===== src/rtl/escalonador_pkg.sv =====
// rtl/escalonador_pkg.sv - shared encodings for the round-robin process scheduler
package escalonador_pkg;

    typedef enum logic [1:0] {
        LIVRE  = 2'd0,
        PRONTO = 2'd1,
        EXEC   = 2'd2,
        BLOQ   = 2'd3
    } slot_estado_t;

    typedef enum logic [2:0] {
        FSM_OCIOSO   = 3'd0,
        FSM_RUN      = 3'd1,
        FSM_SAVE     = 3'd2,
        FSM_SELECT   = 3'd3,
        FSM_DISPATCH = 3'd4
    } fsm_estado_t;

    typedef enum logic [1:0] {
        CAUSA_FIM     = 2'd0,
        CAUSA_IO      = 2'd1,
        CAUSA_QUANTUM = 2'd2
    } causa_t;

    localparam logic [31:0] PID_OCIOSO = 32'd0;

endpackage


===== src/rtl/seletor_round_robin.sv =====
// rtl/seletor_round_robin.sv - first set bit of a mask, searching circularly from inicio_i
module seletor_round_robin #(
    parameter int N  = 4,
    parameter int IW = (N > 1) ? $clog2(N) : 1
) (
    input  logic [N-1:0]  mascara_i,
    input  logic [IW-1:0] inicio_i,
    output logic          encontrado_o,
    output logic [IW-1:0] vencedor_o
);

    // Scanning from the far end lets the candidate closest to inicio_i overwrite the rest.
    always_comb begin
        encontrado_o = 1'b0;
        vencedor_o   = '0;
        for (int k = N - 1; k >= 0; k--) begin
            if (mascara_i[(int'(inicio_i) + k) % N]) begin
                encontrado_o = 1'b1;
                vencedor_o   = IW'((int'(inicio_i) + k) % N);
            end
        end
    end

endmodule


===== src/rtl/escalonador_processos.sv =====
// rtl/escalonador_processos.sv - round-robin process table, quantum counter and CPU dispatch handshake
module escalonador_processos
    import escalonador_pkg::*;
#(
    parameter int NUM_PROC = 4,
    parameter int QUANTUM  = 16,
    parameter int PC_W     = 32
) (
    input  logic            clock,
    input  logic            reset,
    input  logic            instr_exec,
    input  logic [PC_W-1:0] pc_atual,
    input  logic            fim_proc,
    input  logic            io_bloq,
    input  logic            io_libera,
    input  logic [31:0]     io_pid,
    input  logic            cria_valid,
    input  logic [PC_W-1:0] cria_pc,
    output logic            cria_ready,
    output logic [31:0]     cria_pid,
    output logic            troca_contexto,
    input  logic            troca_ack,
    output logic [PC_W-1:0] pc_proximo,
    output logic [31:0]     processo_atual,
    output logic            ocioso,
    output logic [2:0]      num_ativos
);

    localparam int IW = (NUM_PROC > 1) ? $clog2(NUM_PROC) : 1;
    localparam int CW = $clog2(QUANTUM);
    localparam logic [IW-1:0] ULTIMO = IW'(NUM_PROC - 1);

    slot_estado_t    estado_q [NUM_PROC];
    slot_estado_t    estado_d [NUM_PROC];
    logic [PC_W-1:0] pc_tab_q [NUM_PROC];
    logic [PC_W-1:0] pc_tab_d [NUM_PROC];
    fsm_estado_t     fsm_q, fsm_d;
    causa_t          causa_q, causa_d;
    logic [CW-1:0]   cnt_q, cnt_d;
    logic [IW-1:0]   cur_q, cur_d;
    logic [31:0]     pid_q, pid_d;
    logic [31:0]     cria_pid_q, cria_pid_d;
    logic [PC_W-1:0] pc_prox_q, pc_prox_d;
    logic [PC_W-1:0] pc_lat_q, pc_lat_d;

    logic [NUM_PROC-1:0] mask_pronto, mask_livre;
    logic [IW-1:0]       inicio_sel, sel_idx, livre_idx, io_idx;
    logic                sel_found, livre_found, io_ok, fim_quantum;

    always_comb begin
        mask_pronto = '0;
        mask_livre  = '0;
        num_ativos  = 3'd0;
        for (int k = 0; k < NUM_PROC; k++) begin
            mask_pronto[k] = (estado_q[k] == PRONTO);
            mask_livre[k]  = (estado_q[k] == LIVRE);
            if (estado_q[k] != LIVRE) begin
                num_ativos = num_ativos + 3'd1;
            end
        end
    end

    // Search begins after the current slot so the current one is considered last.
    assign inicio_sel = (cur_q == ULTIMO) ? '0 : cur_q + 1'b1;

    seletor_round_robin #(.N(NUM_PROC), .IW(IW)) u_sel_pronto (
        .mascara_i    (mask_pronto),
        .inicio_i     (inicio_sel),
        .encontrado_o (sel_found),
        .vencedor_o   (sel_idx)
    );

    seletor_round_robin #(.N(NUM_PROC), .IW(IW)) u_sel_livre (
        .mascara_i    (mask_livre),
        .inicio_i     ('0),
        .encontrado_o (livre_found),
        .vencedor_o   (livre_idx)
    );

    assign io_ok       = io_libera && (io_pid >= 32'd1) && (io_pid <= 32'(NUM_PROC));
    assign io_idx      = IW'(io_pid - 32'd1);
    assign fim_quantum = instr_exec && (cnt_q == CW'(QUANTUM - 1));

    always_comb begin
        estado_d   = estado_q;
        pc_tab_d   = pc_tab_q;
        fsm_d      = fsm_q;
        causa_d    = causa_q;
        cnt_d      = cnt_q;
        cur_d      = cur_q;
        pid_d      = pid_q;
        cria_pid_d = cria_pid_q;
        pc_prox_d  = pc_prox_q;
        pc_lat_d   = pc_lat_q;

        case (fsm_q)
            FSM_OCIOSO: begin
                if (|mask_pronto) fsm_d = FSM_SELECT;
            end
            FSM_RUN: begin
                if (fim_proc || io_bloq || fim_quantum) begin
                    causa_d  = fim_proc ? CAUSA_FIM : (io_bloq ? CAUSA_IO : CAUSA_QUANTUM);
                    pc_lat_d = pc_atual;
                    fsm_d    = FSM_SAVE;
                end else if (instr_exec) begin
                    cnt_d = cnt_q + 1'b1;
                end
            end
            FSM_SAVE: begin
                case (causa_q)
                    CAUSA_FIM: estado_d[cur_q] = LIVRE;
                    CAUSA_IO: begin
                        estado_d[cur_q] = BLOQ;
                        pc_tab_d[cur_q] = pc_lat_q;
                    end
                    default: begin
                        estado_d[cur_q] = PRONTO;
                        pc_tab_d[cur_q] = pc_lat_q;
                    end
                endcase
                fsm_d = FSM_SELECT;
            end
            FSM_SELECT: begin
                if (sel_found) begin
                    pid_d             = 32'(sel_idx) + 32'd1;
                    pc_prox_d         = pc_tab_q[sel_idx];
                    estado_d[sel_idx] = EXEC;
                    cur_d             = sel_idx;
                    fsm_d             = FSM_DISPATCH;
                end else begin
                    pid_d = PID_OCIOSO;
                    fsm_d = FSM_OCIOSO;
                end
            end
            FSM_DISPATCH: begin
                if (troca_ack) begin
                    cnt_d = '0;
                    fsm_d = FSM_RUN;
                end
            end
            default: fsm_d = FSM_OCIOSO;
        endcase

        // Creation only targets LIVRE slots and release only BLOQ ones, so neither
        // can collide with the FSM's write to the EXEC or selected PRONTO slot.
        if (cria_valid && livre_found) begin
            estado_d[livre_idx] = PRONTO;
            pc_tab_d[livre_idx] = cria_pc;
            cria_pid_d          = 32'(livre_idx) + 32'd1;
        end
        if (io_ok && estado_q[io_idx] == BLOQ) begin
            estado_d[io_idx] = PRONTO;
        end
    end

    always_ff @(posedge clock or negedge reset) begin
        if (!reset) begin
            for (int k = 0; k < NUM_PROC; k++) begin
                estado_q[k] <= LIVRE;
                pc_tab_q[k] <= '0;
            end
            fsm_q      <= FSM_OCIOSO;
            causa_q    <= CAUSA_FIM;
            cnt_q      <= '0;
            cur_q      <= ULTIMO;
            pid_q      <= PID_OCIOSO;
            cria_pid_q <= '0;
            pc_prox_q  <= '0;
            pc_lat_q   <= '0;
        end else begin
            estado_q   <= estado_d;
            pc_tab_q   <= pc_tab_d;
            fsm_q      <= fsm_d;
            causa_q    <= causa_d;
            cnt_q      <= cnt_d;
            cur_q      <= cur_d;
            pid_q      <= pid_d;
            cria_pid_q <= cria_pid_d;
            pc_prox_q  <= pc_prox_d;
            pc_lat_q   <= pc_lat_d;
        end
    end

    assign cria_ready     = livre_found;
    assign cria_pid       = cria_pid_q;
    assign troca_contexto = (fsm_q == FSM_DISPATCH);
    assign pc_proximo     = pc_prox_q;
    assign processo_atual = pid_q;
    assign ocioso         = (fsm_q == FSM_OCIOSO);

endmodule

===== config.mk =====
export PLATFORM = sky130hd
export DESIGN_NAME = escalonador_processos
export DESIGN_NICKNAME = d
export VERILOG_FILES = /design/src/rtl/escalonador_pkg.sv /design/src/rtl/seletor_round_robin.sv /design/src/rtl/escalonador_processos.sv
export SDC_FILE = /design/constraint.sdc
export NUM_CORES = 1
export LEC_CHECK = 0
export CORE_AREA = 4 4 163 134
export CTS_CLUSTER_SIZE = 20
export DETAILED_ROUTE_END_ITERATION = 8
export DIE_AREA = 0 0 167 138
export PLACE_DENSITY = 0.94
export SLEW_MARGIN = 20
export SYNTH_ARGS = -nofsm -noshare
export SYNTH_HDL_FRONTEND = slang
export SYNTH_SLANG_ARGS = --single-unit
export TNS_END_PERCENT = 20

===== constraint.sdc =====
create_clock -name clock -period 3.6 [get_ports clock]
set_input_delay 0.72 -clock clock [delete_from_list [all_inputs] [get_ports clock]]
set_output_delay 0.72 -clock clock [all_outputs]
set_load 0.1 [all_outputs]

# After elaboration in Yosys (flattened, before gate mapping)
# Cells that the tools add are included.
[classes]
add_sub_neg = 11
order_cmp = 14
n_eq_ne = 17
muxes = 72
bitwise_logic = 22
n_reduce_logical = 30
[ops]
columns = ["operator", "count"]
rows = [
  ["$mux W128", 3],
  ["$bwmux W128", 2],
  ["$demux W32 S2", 2],
  ["$mux W32", 4],
  ["$bmux W32 S2", 1],
  ["$mux W2", 17],
  ["$ge A32 B1 Y1 const B", 1],
  ["$le A32 B3 Y1 const B", 1],
  ["$pmux W8 S2", 2],
  ["$mux W3", 8],
  ["$mux W8", 3],
  ["$and A4 B4 Y4", 4],
  ["$demux W2 S2", 4],
  ["$mux W1", 16],
  ["$not A4 Y4", 4],
  ["$or A4 B4 Y4", 4],
  ["$pmux W3 S5", 1],
  ["$ge A3 B3 Y1 const B", 4],
  ["$lt A3 B1 Y1 const B", 4],
  ["$lt A3 B4 Y1 const B", 3],
  ["$mux W4", 3],
  ["$not A2 Y3", 4],
  ["$eq A2 B1 Y1 const B", 5],
  ["$logic_not A2 Y1", 5],
  ["other kinds (30)", 61],
]
[totals]
ff_bits = 275
in_bits = 104
output_inout_bits = 102
wordCells = 182

# Depth between registers and ports, before layout
# Gate-level depths: netlist of run 1.
[depth]
word_depth = 25
depth_mapped = 10
depth_no_buf = 8

# Cells and area by module
# Synthesis of run 1 repeated with hierarchy kept, for this count alone.
[unflattened]
cells_unflattened = 1228
hier_area_um2 = 11235.8
[by_module_without_submodules]
columns = ["mod", "instances", "cells_each", "area_each_um2", "seq_area_each_um2"]
rows = [
  ["escalonador_processos", 1, 1202, 11080.6, 5432.7],
  ["seletor_round_robin", 2, 13, 77.6, 0.0],
]

# Worst setup path after synthesis of run 1
# No wires, ideal clock.
[synth_timing]
path_type = "register to output"
from = "register estado_q[5] in the netlist's numbering"
to = "output num_ativos[2]"
arrival_ns = 2.956
required_time_ns = 2.880
path_slack_ns = -0.076
path_stages_with_launch = 8
n_path_buf = 0
path_cell_list = "dfrtp_1 > nor2_1 > inv_1 > ha_1 > xnor2_1 > ha_1 > o21ai_0 > xor2_1"
[synth_between]
elab_chain_cells = 6
[synth_rtl]
columns = ["item", "line", "rtl"]
rows = [
  ["start, declared", "escalonador_processos.sv:33", "slot_estado_t estado_q [NUM_PROC];"],
  ["start signal, assigned", "escalonador_processos.sv:171", "estado_q <= estado_d;"],
  ["$reduce_bool A2 Y1 (*)", "escalonador_processos.sv:57", "if (estado_q[k] != LIVRE) begin"],
  ["$mux W3 (*)", "escalonador_processos.sv:57", ""],
  ["$add A3 B1 Y3", "escalonador_processos.sv:58", "num_ativos = num_ativos + 3'd1;"],
  ["$mux W3 (*)", "escalonador_processos.sv:57", ""],
  ["$add A3 B1 Y3", "escalonador_processos.sv:58", ""],
  ["$mux W3 (*)", "escalonador_processos.sv:57", ""],
  ["end, declared", "escalonador_processos.sv:26", "output logic [2:0] num_ativos"],
]
# Mark *: on every way between the ends. The rest lies on a longest branch, timed or not.

# Worst setup path after layout of run 1
[layout_timing]
from = "register estado_q[5] in the netlist's numbering"
to = "output num_ativos[1]"
# The elaborated chain is that of the path after synthesis.

==> results of run 1 <==
==> flip-flops by register name, summed over array words and instances (netlist names) <==
register / flops
pc_tab_q: 128
cur_q: 2
pc_lat_q: 32
cnt_q: 4
fsm_q: 3
causa_q: 2
pc_proximo: 32
processo_atual: 3
cria_pid: 3
estado_q: 8
==> through the flow <==
stage / setup TNS, ns / setup slack (ns) / hold slack (ns) / cell area [um2] / util [%]
after global routing: 0 / 0.02515 / 0.3176 / 13590 / 66.99
final: 0 / 0.1798 / 0.2522 / 13590 / 66.99
after CTS: 0 / 0.1782 / 0.2844 / 13590 / 66.98
after floorplan: -0.07223 / -0.05732 / 0.4244 / 11540 / -
after detailed placement: 0 / 0.7159 / 0.4751 / 12800 / 63.11
after global placement: 0 / 0.7751 / 0.4739 / 12800 / 63.11
==> kinds of logic after synthesis <==
family	count (synthesis)	synth area share, %
compound gates	217	11.81
xor+xnor	3	0.2321
fa+ha+maj	17	1.879
buf+inv	133	7.272
flops	217	47.98
mux	229	20.62
other cells	1	0.03312
simple gates	264	10.17
==> cell type report <==
cell class / instances / area share, %
repair buffers: 167 / 12.28
well taps: 269 / 2.476
multi-input cells: 788 / 39.15
clock inverters: 10 / 0.9482
inverters: 12 / 0.3314
clock buffers: 31 / 4.824
flip-flops and latches: 217 / 39.97
diodes: 1 / 0.01841
==> power by group <==
part / total, W / leakage (nW) / switching (W) / internal, W
logic: 0.00446 / 3.61 / 0.00314 / 0.00131
clock network: 0.00245 / 0.393 / 0.000957 / 0.00149
registers: 0.00368 / 2.24 / 0.000606 / 0.00307
total: 0.0106 / 6.24 / 0.00471 / 0.00588
==> worst reg2reg max path, stage by stage (launching register included) <==
cell	delay, ns
dfstp_2	0.56
inv_1	0.08
ha_1	0.41
inv_1	0.15
o221a_1	0.20
o22a_1	0.21
nand2_1	0.48
buf_12	0.38
o221ai_1	0.23
==> metal layers <==
layer / vias up / global-route usage (%) / wire length [um]
met2: 397 / 40.39 / 13940
li1: 3990 / - / -
met4: 0 / 5.854 / 583
met3: 64 / 4.623 / 2094
met5: - / 0 / 0
met1: 4259 / 32.83 / 12190
==> synth_stat cells, types with 3 or more instances <==
| library cell | instances | area [um2] |
|---|---|---|
| nor4_1 | 6 | 37.54 |
| o21ai_1 | 3 | 15.01 |
| ha_1 | 17 | 212.7 |
| nand4_1 | 5 | 31.28 |
| a31oi_1 | 3 | 18.77 |
| o22a_1 | 3 | 26.28 |
| o221ai_1 | 32 | 280.3 |
| nand2b_1 | 6 | 37.54 |
| buf_4 | 66 | 495.5 |
| clkbuf_1 | 13 | 48.80 |
| nor2b_2 | 3 | 26.28 |
| mux2_1 | 29 | 326.6 |
| mux2i_1 | 195 | 1952 |
| buf_2 | 37 | 185.2 |
| nor3b_1 | 3 | 22.52 |
| a21oi_1 | 138 | 690.7 |
| nor2_1 | 147 | 551.8 |
| dfrtp_1 | 215 | 5380 |
| mux2_2 | 5 | 56.30 |
| nand3_1 | 9 | 45.04 |
| inv_1 | 11 | 41.29 |
| o22ai_1 | 3 | 18.77 |
| o21ai_0 | 9 | 45.04 |
| nand2_1 | 62 | 232.7 |
==> how the worst max path moves through the flow <==
| stage | startpoint | to | slack (ns) | depth (start not counted) |
|---|---|---|---|---|
| after CTS | estado_q[5]$_DFF_PN0_ | num_ativos[1] | 0.18 | 7 |
| after floorplan | fsm_q[2]$_DFFE_PN0P_ | cnt_q[2]$_DFFE_PN0P_ | -0.06 | 5 |
| after global routing | estado_q[7]$_DFF_PN0_ | num_ativos[2] | 0.03 | 8 |
| after detailed placement | estado_q[5]$_DFF_PN0_ | num_ativos[1] | 0.72 | 7 |
| final | estado_q[5]$_DFF_PN0_ | num_ativos[1] | 0.18 | 7 |
| after global placement | estado_q[5]$_DFF_PN0_ | num_ativos[1] | 0.78 | 7 |
==> flow_metrics.env, run 1 <==
export IMPL_dp_hpwl_mm=18.20
export IMPL_place_gp_congestion=0.9215
export IMPL_critPathMaxStageDelay_ns=0.43
export IMPL_initial_core_util_pct=55.81
export IMPL_maxCapViolations=0
export IMPL_cp_slowest_cell="dfrtp_1"
export IMPL_ys_seq_area_share_pct=47.98
export IMPL_wl_per_cell_um=19.27
export IMPL_multi_input_area_um2=5321
export IMPL_synth_flop_cell="dfrtp_1"
export IMPL_path_buf_inv=2
export IMPL_htreeDepth=1
export IMPL_cts_path_max_buffers=3
export IMPL_r2r_start="cur_q[0]$_DFFE_PN1P_"
export IMPL_clkTransAtPathRegs_ns=0.06
export IMPL_path_class="reg -> out"
export IMPL_drt_total_wl_mm=28.80
export IMPL_critPathLaunchType="flip-flop"
export IMPL_instances_no_fill=1495
export IMPL_cp_arrival_ns=2.70
export IMPL_required_ns=2.88
export IMPL_cts_resized=0
export IMPL_fillerInstances=1503
export IMPL_status="finished clean"
export IMPL_io_pins=206
export IMPL_drt_initial_drc_count=839
export IMPL_ff2ff_setup_slack_ns=0.81
export IMPL_layout_commonest_cell="dfrtp_1"
export IMPL_peakVddDrop_mv=0.7527
export IMPL_grt_pass1_wl_mm=46.15
export IMPL_grt_max_degree=106
export IMPL_clock_sinks=217
export IMPL_async_flop_share_pct=100.0
export IMPL_fp_coreArea_um2=20290
export IMPL_placementRows=47
export IMPL_cp_common_cell="ha_1"
export IMPL_cts_buffers=23
export IMPL_dp_cells=1453
export IMPL_hold_violations=0
export IMPL_finalSetupViolCount=0
export IMPL_worst_pin_slew_ns=1.019
export IMPL_ys_seq_elements=217
export IMPL_grt_overflow=0
export IMPL_cellPowerDensity_nw_per_um2=778.7
export IMPL_final_seq_area_um2=5433
export IMPL_finalClockSkew_ns=0.008489
export IMPL_end_kind="output pin"
export IMPL_grt_usage_pct=24.13
export IMPL_max_clock_freq_mhz=292.4
export IMPL_root_buffer="clkbuf_16"
export IMPL_layout_worst_path_cycle_share_pct=95.00
export IMPL_fp_dieH_um=138
export IMPL_synth_enable_flop_cells=0
export IMPL_ys_types=69
export IMPL_fin_crit_ns=3.420
export IMPL_antenna_found_initial=1
export IMPL_die_w_um=167
export IMPL_cts_tree="yes"
export IMPL_drive_gt1_share_pct=8.000
export IMPL_avgSynthCellArea_um2=10.47
export IMPL_vias=8710
export IMPL_syn_inst=1081
export IMPL_nNetsFinal=1330
export IMPL_ant_nets=0
export IMPL_final_cell_mix="dfrtp_1 (215), mux2i_1 (195), nor2_1 (147), a21oi_1 (138), clkdlybuf4s50_1 (138)"
export IMPL_vias_per_cell=5.826
export IMPL_crit_chain="nor2_1 > inv_1 > ha_1 > xnor2_1 > ha_1 > mux2_2 > buf_4"
export IMPL_grt_pass1_vias=8843
export IMPL_hold_path_class="in -> async"
export IMPL_dr_pass1_iters=5
export IMPL_remaining_drc_errors=0
export IMPL_netlist_area_um2=11320
export IMPL_clock_latency_ns=0.51
export IMPL_die_area_um2=23050
export IMPL_r2r_end="pc_proximo[6]$_DFFE_PN0P_"
export IMPL_rsz0062_at_grt="no"
export IMPL_crit_family="adder cells"
export IMPL_leakage_nw=6.241
export IMPL_report_final_slew_viol_count=0
export IMPL_r2r_cells=8
export IMPL_worstPathMaxFanout=6
export IMPL_numPortBuffers=147
export IMPL_yosys_warnings=0
export IMPL_holdBufCountCts=0
export IMPL_syn_to_final_growth_pct=20.05
export IMPL_slew_headroom_pct=31.82
export IMPL_cts_setup_buffers=0
export IMPL_finalPower_w=0.01058
Note: power is estimated with default switching activity, not from simulation.
==> run 2, diff against run 1 <==
--- a/config.mk
+++ b/config.mk
@@ -9,6 +9,7 @@
 export CTS_CLUSTER_SIZE = 20
 export DETAILED_ROUTE_END_ITERATION = 8
 export DIE_AREA = 0 0 167 138
+export GPL_TIMING_DRIVEN = 0
 export PLACE_DENSITY = 0.94
 export SLEW_MARGIN = 20
 export SYNTH_ARGS = -nofsm -noshare
==> run 2 against run 1 <==
  * Cell count is 6.6% higher
  * Largest cell class unchanged
  * Global-route usage is 2.4 points higher
  * Sequential cell count stayed put
  * First-iteration DRC count is 5.7% higher
  * Hold slack worse by 0.16 ns
  * Setup slack worse by 0.17 ns
  * Register-to-register slack worse by 0.09 ns
  * Highest routed layer unchanged
  * Critical path type unchanged
  * Die area stayed put
  * Non-clock buffer count is 103 higher
==> flow_metrics.env, run 2 (synthesis results as in run 1) <==
export IMPL_status="finished clean"
export IMPL_finalClockSkew_ns=0.01476
export IMPL_dp_hpwl_mm=21.93
export IMPL_antenna_found_initial=1
export IMPL_vias_per_cell=5.868
export IMPL_instances_no_fill=1594
export IMPL_report_final_slew_viol_count=0
export IMPL_crit_path_start="estado_q[5]$_DFF_PN0_"
export IMPL_clock_sinks=217
export IMPL_end_kind="output pin"
export IMPL_placementRows=47
export IMPL_final_cell_mix="dfrtp_1 (215), mux2i_1 (195), nor2_1 (145), clkdlybuf4s50_1 (143), a21oi_1 (138)"
export IMPL_cts_setup_buffers=0
export IMPL_finalSetupViolCount=0
export IMPL_vias=9354
export IMPL_cts_tree="yes"
export IMPL_switching_power_w=0.004698
export IMPL_whs_ns=0.09236
export IMPL_hold_violations=0
export IMPL_r2r_cells=8
export IMPL_leakage_nw=6.560
export IMPL_combPwrFrac_pct=44.4
export IMPL_grt_pass1_vias=9459
export IMPL_ff2ff_setup_slack_ns=0.72
export IMPL_ant_nets=0
export IMPL_nNetsFinal=1431
export IMPL_die_w_um=167
export IMPL_r2r_end="pc_proximo[30]$_DFFE_PN0P_"
export IMPL_fin_crit_ns=3.587
export IMPL_grt_max_degree=102
export IMPL_hold_path_class="in -> async"
export IMPL_postPlaceCellArea_um2=13410
export IMPL_maxCapViolations=0
export IMPL_initial_core_util_pct=55.81
export IMPL_pre_cts_ws_ns=-0.1629
export IMPL_grt_pass1_wl_mm=50.14
export IMPL_remaining_drc_errors=0
export IMPL_io_pins=206
export IMPL_fp_dieH_um=138
export IMPL_holdBufCountCts=0
export IMPL_r2r_start="cur_q[0]$_DFFE_PN1P_"
export IMPL_cp_endpoint="num_ativos[1]"
export IMPL_cts_buffers=21
export IMPL_required_ns=2.88
export IMPL_slew_headroom_pct=33.60
export IMPL_rsz0062_at_grt="yes"
export IMPL_drt_initial_drc_count=887
export IMPL_fp_coreArea_um2=20290
export IMPL_route_top_layer_used="met4"
export IMPL_cp_arrival_ns=2.87
export IMPL_path_class="reg -> out"
export IMPL_clkTransAtPathRegs_ns=0.06
export IMPL_dp_cells=1556
export IMPL_final_util_pct=69.26
export IMPL_cellPowerDensity_nw_per_um2=734.2
export IMPL_drt_total_wl_mm=31.59
export IMPL_p_sw_share_pct=45.54
export IMPL_worst_pin_slew_ns=0.9929
export IMPL_p_int_w=0.005619
export IMPL_critPathLaunchType="flip-flop"
export IMPL_dr_pass1_iters=8
export IMPL_htreeDepth=1
export IMPL_worstPathMaxFanout=6
export IMPL_die_area_um2=23050
export IMPL_max_clock_freq_mhz=278.8
export IMPL_p_clk_share_pct=20.2
export IMPL_wl_met3_mm=2.898
export IMPL_wl_per_cell_um=19.82
export IMPL_grt_usage_pct=26.49
export IMPL_fin_ws_ns=0.01257
export IMPL_numPortBuffers=147
export IMPL_final_area_um2=14050
export IMPL_drive_gt1_share_pct=12.54
export IMPL_largest_reg_flops=128
export IMPL_syn_to_final_growth_pct=24.11
export IMPL_seq_power_share_pct=35.4
export IMPL_place_gp_congestion=0.8872
export IMPL_wl_met2_mm=15.09
export IMPL_root_buffer="clkbuf_16"
export IMPL_clock_latency_ns=0.50
export IMPL_cts_path_max_buffers=3
export IMPL_layout_worst_path_cycle_share_pct=99.65
export IMPL_wl_met1_mm=12.69
export IMPL_grt_overflow=0
export IMPL_top_register="pc_tab_q"
export IMPL_layout_commonest_cell="dfrtp_1"
export IMPL_peakVddDrop_mv=0.7256
## run 2: changes by cell type in the layout (fill, tap and decap cells not counted), moves of 5 or more
| cell | previous run | this run |
|---|---|---|
| clkbuf_1 | 3 | 21 |
| clkdlybuf4s50_1 | 138 | 143 |
| buf_4 | 23 | 66 |
| nand2_2 | 7 | 1 |
| buf_2 | 0 | 37 |
| nand2_1 | 56 | 62 |
| buf_12 | 5 | 0 |
## run 2: worst min path at each step
stage                          startpoint                          to  slack (ns)  cells after the start
2_1_floorplan                       reset      causa_q[0]$_DFFE_PN0P_        0.42                      0
3_3_place_gp   pc_proximo[28]$_DFFE_PN0P_  pc_proximo[28]$_DFFE_PN0P_        0.47                      2
3_5_place_dp   pc_proximo[29]$_DFFE_PN0P_  pc_proximo[29]$_DFFE_PN0P_        0.48                      2
4_1_cts                             reset     pc_tab_q[105]$_DFF_PN0_        0.09                      1
5_1_grt                             reset     pc_tab_q[105]$_DFF_PN0_        0.11                      1
6_report                            reset   pc_proximo[5]$_DFFE_PN0P_        0.09                      1
## run 2: power groups by stage
stage / combinational, W / clock [W] / sequential [W]
after floorplan: 0.00207 / 0 / 0.00489
after global placement: 0.00444 / 0 / 0.00363
after detailed placement: 0.00456 / 0 / 0.00366
after CTS: 0.00458 / 0.00211 / 0.00363
after global routing: 0.00482 / 0.00221 / 0.00373
final: 0.00458 / 0.00209 / 0.00366
## run 2: worst max-delay path, stage by stage, from the launching register on
cell             delay (ns)
dfrtp_1                0.47
nor2_2                 0.24
inv_1                  0.07
ha_1                   0.32
xnor2_1                0.25
ha_1                   0.27
mux2_2                 0.27
clkdlybuf4s15_2        0.47
## run 2: metrics by stage
| stage | TNS (ns) | total power [W] |
|---|---|---|
| final | 0 | 0.01032 |
| after global routing | -0.1407 | 0.01077 |
| after CTS | -0.1181 | 0.01032 |
| after detailed placement | -0.1987 | 0.008223 |
| after global placement | -1514.82 | 0.008069 |
| after floorplan | -0.07223 | 0.006964 |
## run 2: repair_timing
item,in CTS,in global routing
cloned,0,0
setup endpoints to repair,3,3
gates resized for setup,10,4
pin swaps,0,0
## run 2: per-layer routing
metal  GRT usage [%]  vias to the layer above
met3           5.594                       93
met5               0                        -
met2           43.42                      513
met1           35.87                     4559
li1                -                     4189
met4           7.921                        0
## run 2: cell type report
cell class	count	area (um2)
Antenna cell	1	2.502
Buffer	121	778.2
Clock buffer	34	624.3
Clock inverter	3	15.01
Fill cell	1488	6236
Inverter	12	45.04
Multi-Input combinational cell	788	5293
Sequential cell	217	5433
Tap cell	269	336.6
Timing Repair Buffer	149	1525
==> run 3, diff against run 2 <==
--- a/config.mk
+++ b/config.mk
@@ -5,12 +5,12 @@
 export SDC_FILE = /design/constraint.sdc
 export NUM_CORES = 1
 export LEC_CHECK = 0
-export CORE_AREA = 4 4 163 134
+export CORE_AREA = 4 4 201 164
 export CTS_CLUSTER_SIZE = 20
 export DETAILED_ROUTE_END_ITERATION = 8
-export DIE_AREA = 0 0 167 138
+export DIE_AREA = 0 0 205 168
 export GPL_TIMING_DRIVEN = 0
-export PLACE_DENSITY = 0.94
+export PLACE_DENSITY = 0.68
 export SLEW_MARGIN = 20
 export SYNTH_ARGS = -nofsm -noshare
 export SYNTH_HDL_FRONTEND = slang
==> run 3 against run 2 <==
  * Sequential share of layout area shrank 0.76 points
  * First-iteration DRC count down 34%
  * Critical path type unchanged
  * Maximum frequency grew 2.2%
  * Cell count grew 9.9%
  * Hold slack barely moved
==> flow_metrics.env, run 3 (synthesis results as in run 1) <==
export IMPL_status="finished clean"
export IMPL_hold_path_class="in -> async"
export IMPL_grt_usage_pct=17.91
export IMPL_clock_latency_ns=0.53
export IMPL_ff2ff_setup_slack_ns=0.89
export IMPL_hold_violations=0
export IMPL_final_cell_mix="dfrtp_1 (215), mux2i_1 (195), nor2_1 (145), clkdlybuf4s50_1 (143), a21oi_1 (138)"
export IMPL_layout_commonest_cell="dfrtp_1"
export IMPL_io_pins=206
export IMPL_final_util_pct=46.26
export IMPL_dp_cells=1707
export IMPL_layout_worst_path_cycle_share_pct=97.52
export IMPL_initial_core_util_pct=36.54
export IMPL_die_w_um=205
export IMPL_fp_dieH_um=168
export IMPL_finalSetupViolCount=0
export IMPL_placementRows=58
export IMPL_final_area_um2=14330
export IMPL_ant_nets=0
export IMPL_clock_sinks=217
export IMPL_cts_setup_buffers=0
export IMPL_path_buf_inv=2
export IMPL_htreeDepth=1
export IMPL_cts_path_max_buffers=3
export IMPL_worstPathMaxFanout=10
export IMPL_antenna_found_initial=3
export IMPL_largest_reg_flops=128
export IMPL_die_area_um2=34440
export IMPL_top_register="pc_tab_q"
export IMPL_cts_tree="yes"
export IMPL_critPathMaxStageDelay_ns=1.24
export IMPL_clkTransAtPathRegs_ns=0.06
export IMPL_cp_slowest_cell="clkdlybuf4s50_1"
export IMPL_vias=8813
export IMPL_rsz0062_at_grt="no"
export IMPL_drt_initial_drc_count=587
export IMPL_postPlaceCellArea_um2=13600
export IMPL_grt_overflow=0
export IMPL_nNetsFinal=1434
export IMPL_max_clock_freq_mhz=284.8
export IMPL_cellPowerDensity_nw_per_um2=732.5
export IMPL_finalSetupTns_ns=0
export IMPL_slew_headroom_pct=29.33
export IMPL_crit_family="buffers and inverters"
export IMPL_cts_buffers=24
export IMPL_fin_crit_ns=3.511
export IMPL_dp_hpwl_mm=22.76
export IMPL_wl_per_cell_um=18.25
export IMPL_syn_to_final_growth_pct=26.60
export IMPL_drt_total_wl_mm=31.97
export IMPL_cp_arrival_ns=2.79
export IMPL_dr_pass1_iters=5
export IMPL_path_class="reg -> out"
export IMPL_leakage_nw=6.603
export IMPL_grt_pass1_wl_mm=49.64
export IMPL_report_final_slew_viol_count=0
export IMPL_required_ns=2.88
export IMPL_finalClockSkew_ns=0.02194
export IMPL_vias_per_cell=5.030
export IMPL_drive_gt1_share_pct=12.77
export IMPL_root_buffer="clkbuf_16"
export IMPL_remaining_drc_errors=0
export IMPL_peakVddDrop_mv=0.5068
export IMPL_instances_no_fill=1752
export IMPL_fin_ws_ns=0.08934
export IMPL_critPathLaunchType="flip-flop"
export IMPL_worst_pin_slew_ns=1.057
export IMPL_fp_coreArea_um2=30990
export IMPL_grt_pass1_vias=8625
export IMPL_maxCapViolations=0
export IMPL_end_kind="output pin"
export IMPL_pre_cts_ws_ns=-0.1955
export IMPL_place_gp_congestion=0.8513
export IMPL_numPortBuffers=147
export IMPL_crit_chain="buf_2 > nor3b_1 > clkdlybuf4s50_1"
export IMPL_grt_max_degree=84
==> run 3: cell types whose count changed in the layout (fill, tap and decap cells not counted), sizes merged <==
| cell | before | now |
|---|---|---|
| buf | 111 | 113 |
| clkinv | 3 | 5 |
| inv | 12 | 13 |
| clkbuf | 49 | 51 |
==> run 3: final timing paths <==
path | from | cells after the start | to
min reg2reg | pc_proximo[28]$_DFFE_PN0P_ | 2 | pc_proximo[28]$_DFFE_PN0P_
min in group clock | pc_proximo[28]$_DFFE_PN0P_ | 2 | pc_proximo[28]$_DFFE_PN0P_
max | fsm_q[2]$_DFFE_PN0P_ | 3 | troca_contexto
max reg2reg | cur_q[0]$_DFFE_PN1P_ | 8 | pc_proximo[20]$_DFFE_PN0P_
max in group asynchronous | reset | 3 | pc_tab_q[36]$_DFF_PN0_
min | reset | 1 | pc_lat_q[16]$_DFFE_PN0P_
==> run 3: cell type report <==
class / count / area (um2)
flip-flops and latches: 217 / 5433
plain buffers: 121 / 778.2
well taps: 420 / 525.5
repair buffers: 149 / 1529
diodes: 1 / 2.502
clock inverters: 6 / 45.04
multi-input cells: 788 / 5293
inverters: 12 / 45.04
fillers: 2938 / 16650
clock buffers: 38 / 683.2
==> run 3: stage by stage <==
| stage | power (W) | hold slack, ns |
|---|---|---|
| after CTS | 0.01057 | 0.09962 |
| after detailed placement | 0.008229 | 0.4761 |
| final | 0.01050 | 0.09223 |
| after floorplan | 0.006964 | 0.4244 |
| after global placement | 0.008152 | 0.4748 |
| after global routing | 0.01104 | 0.1095 |
==> run 3: routing by layer <==
layer  up-vias  wire (um)  part of all wire (%)  GRT usage, %
met1      4276      14810                    46         26.88
met4         4        585                   1.8         3.406
met5         -         21                 0.066             0
met3        45       2321                   7.3         2.985
met2       289      14230                    45         27.55
li1       4199          -                     -             -
==> run 3: repair_timing <==
action                     4_1_cts  5_1_grt
setup endpoints to repair        3        3
hold buffers                     0        0
hold endpoints to repair         0        0
resized for setup               12        5
==> run 3: report_power, final <==
| part | switching (W) | internal, W |
|---|---|---|
| Combinational | 0.00319 | 0.00138 |
| Clock | 0.000998 | 0.00131 |
| Sequential | 0.000561 | 0.00307 |
| Total | 0.00475 | 0.00575 |
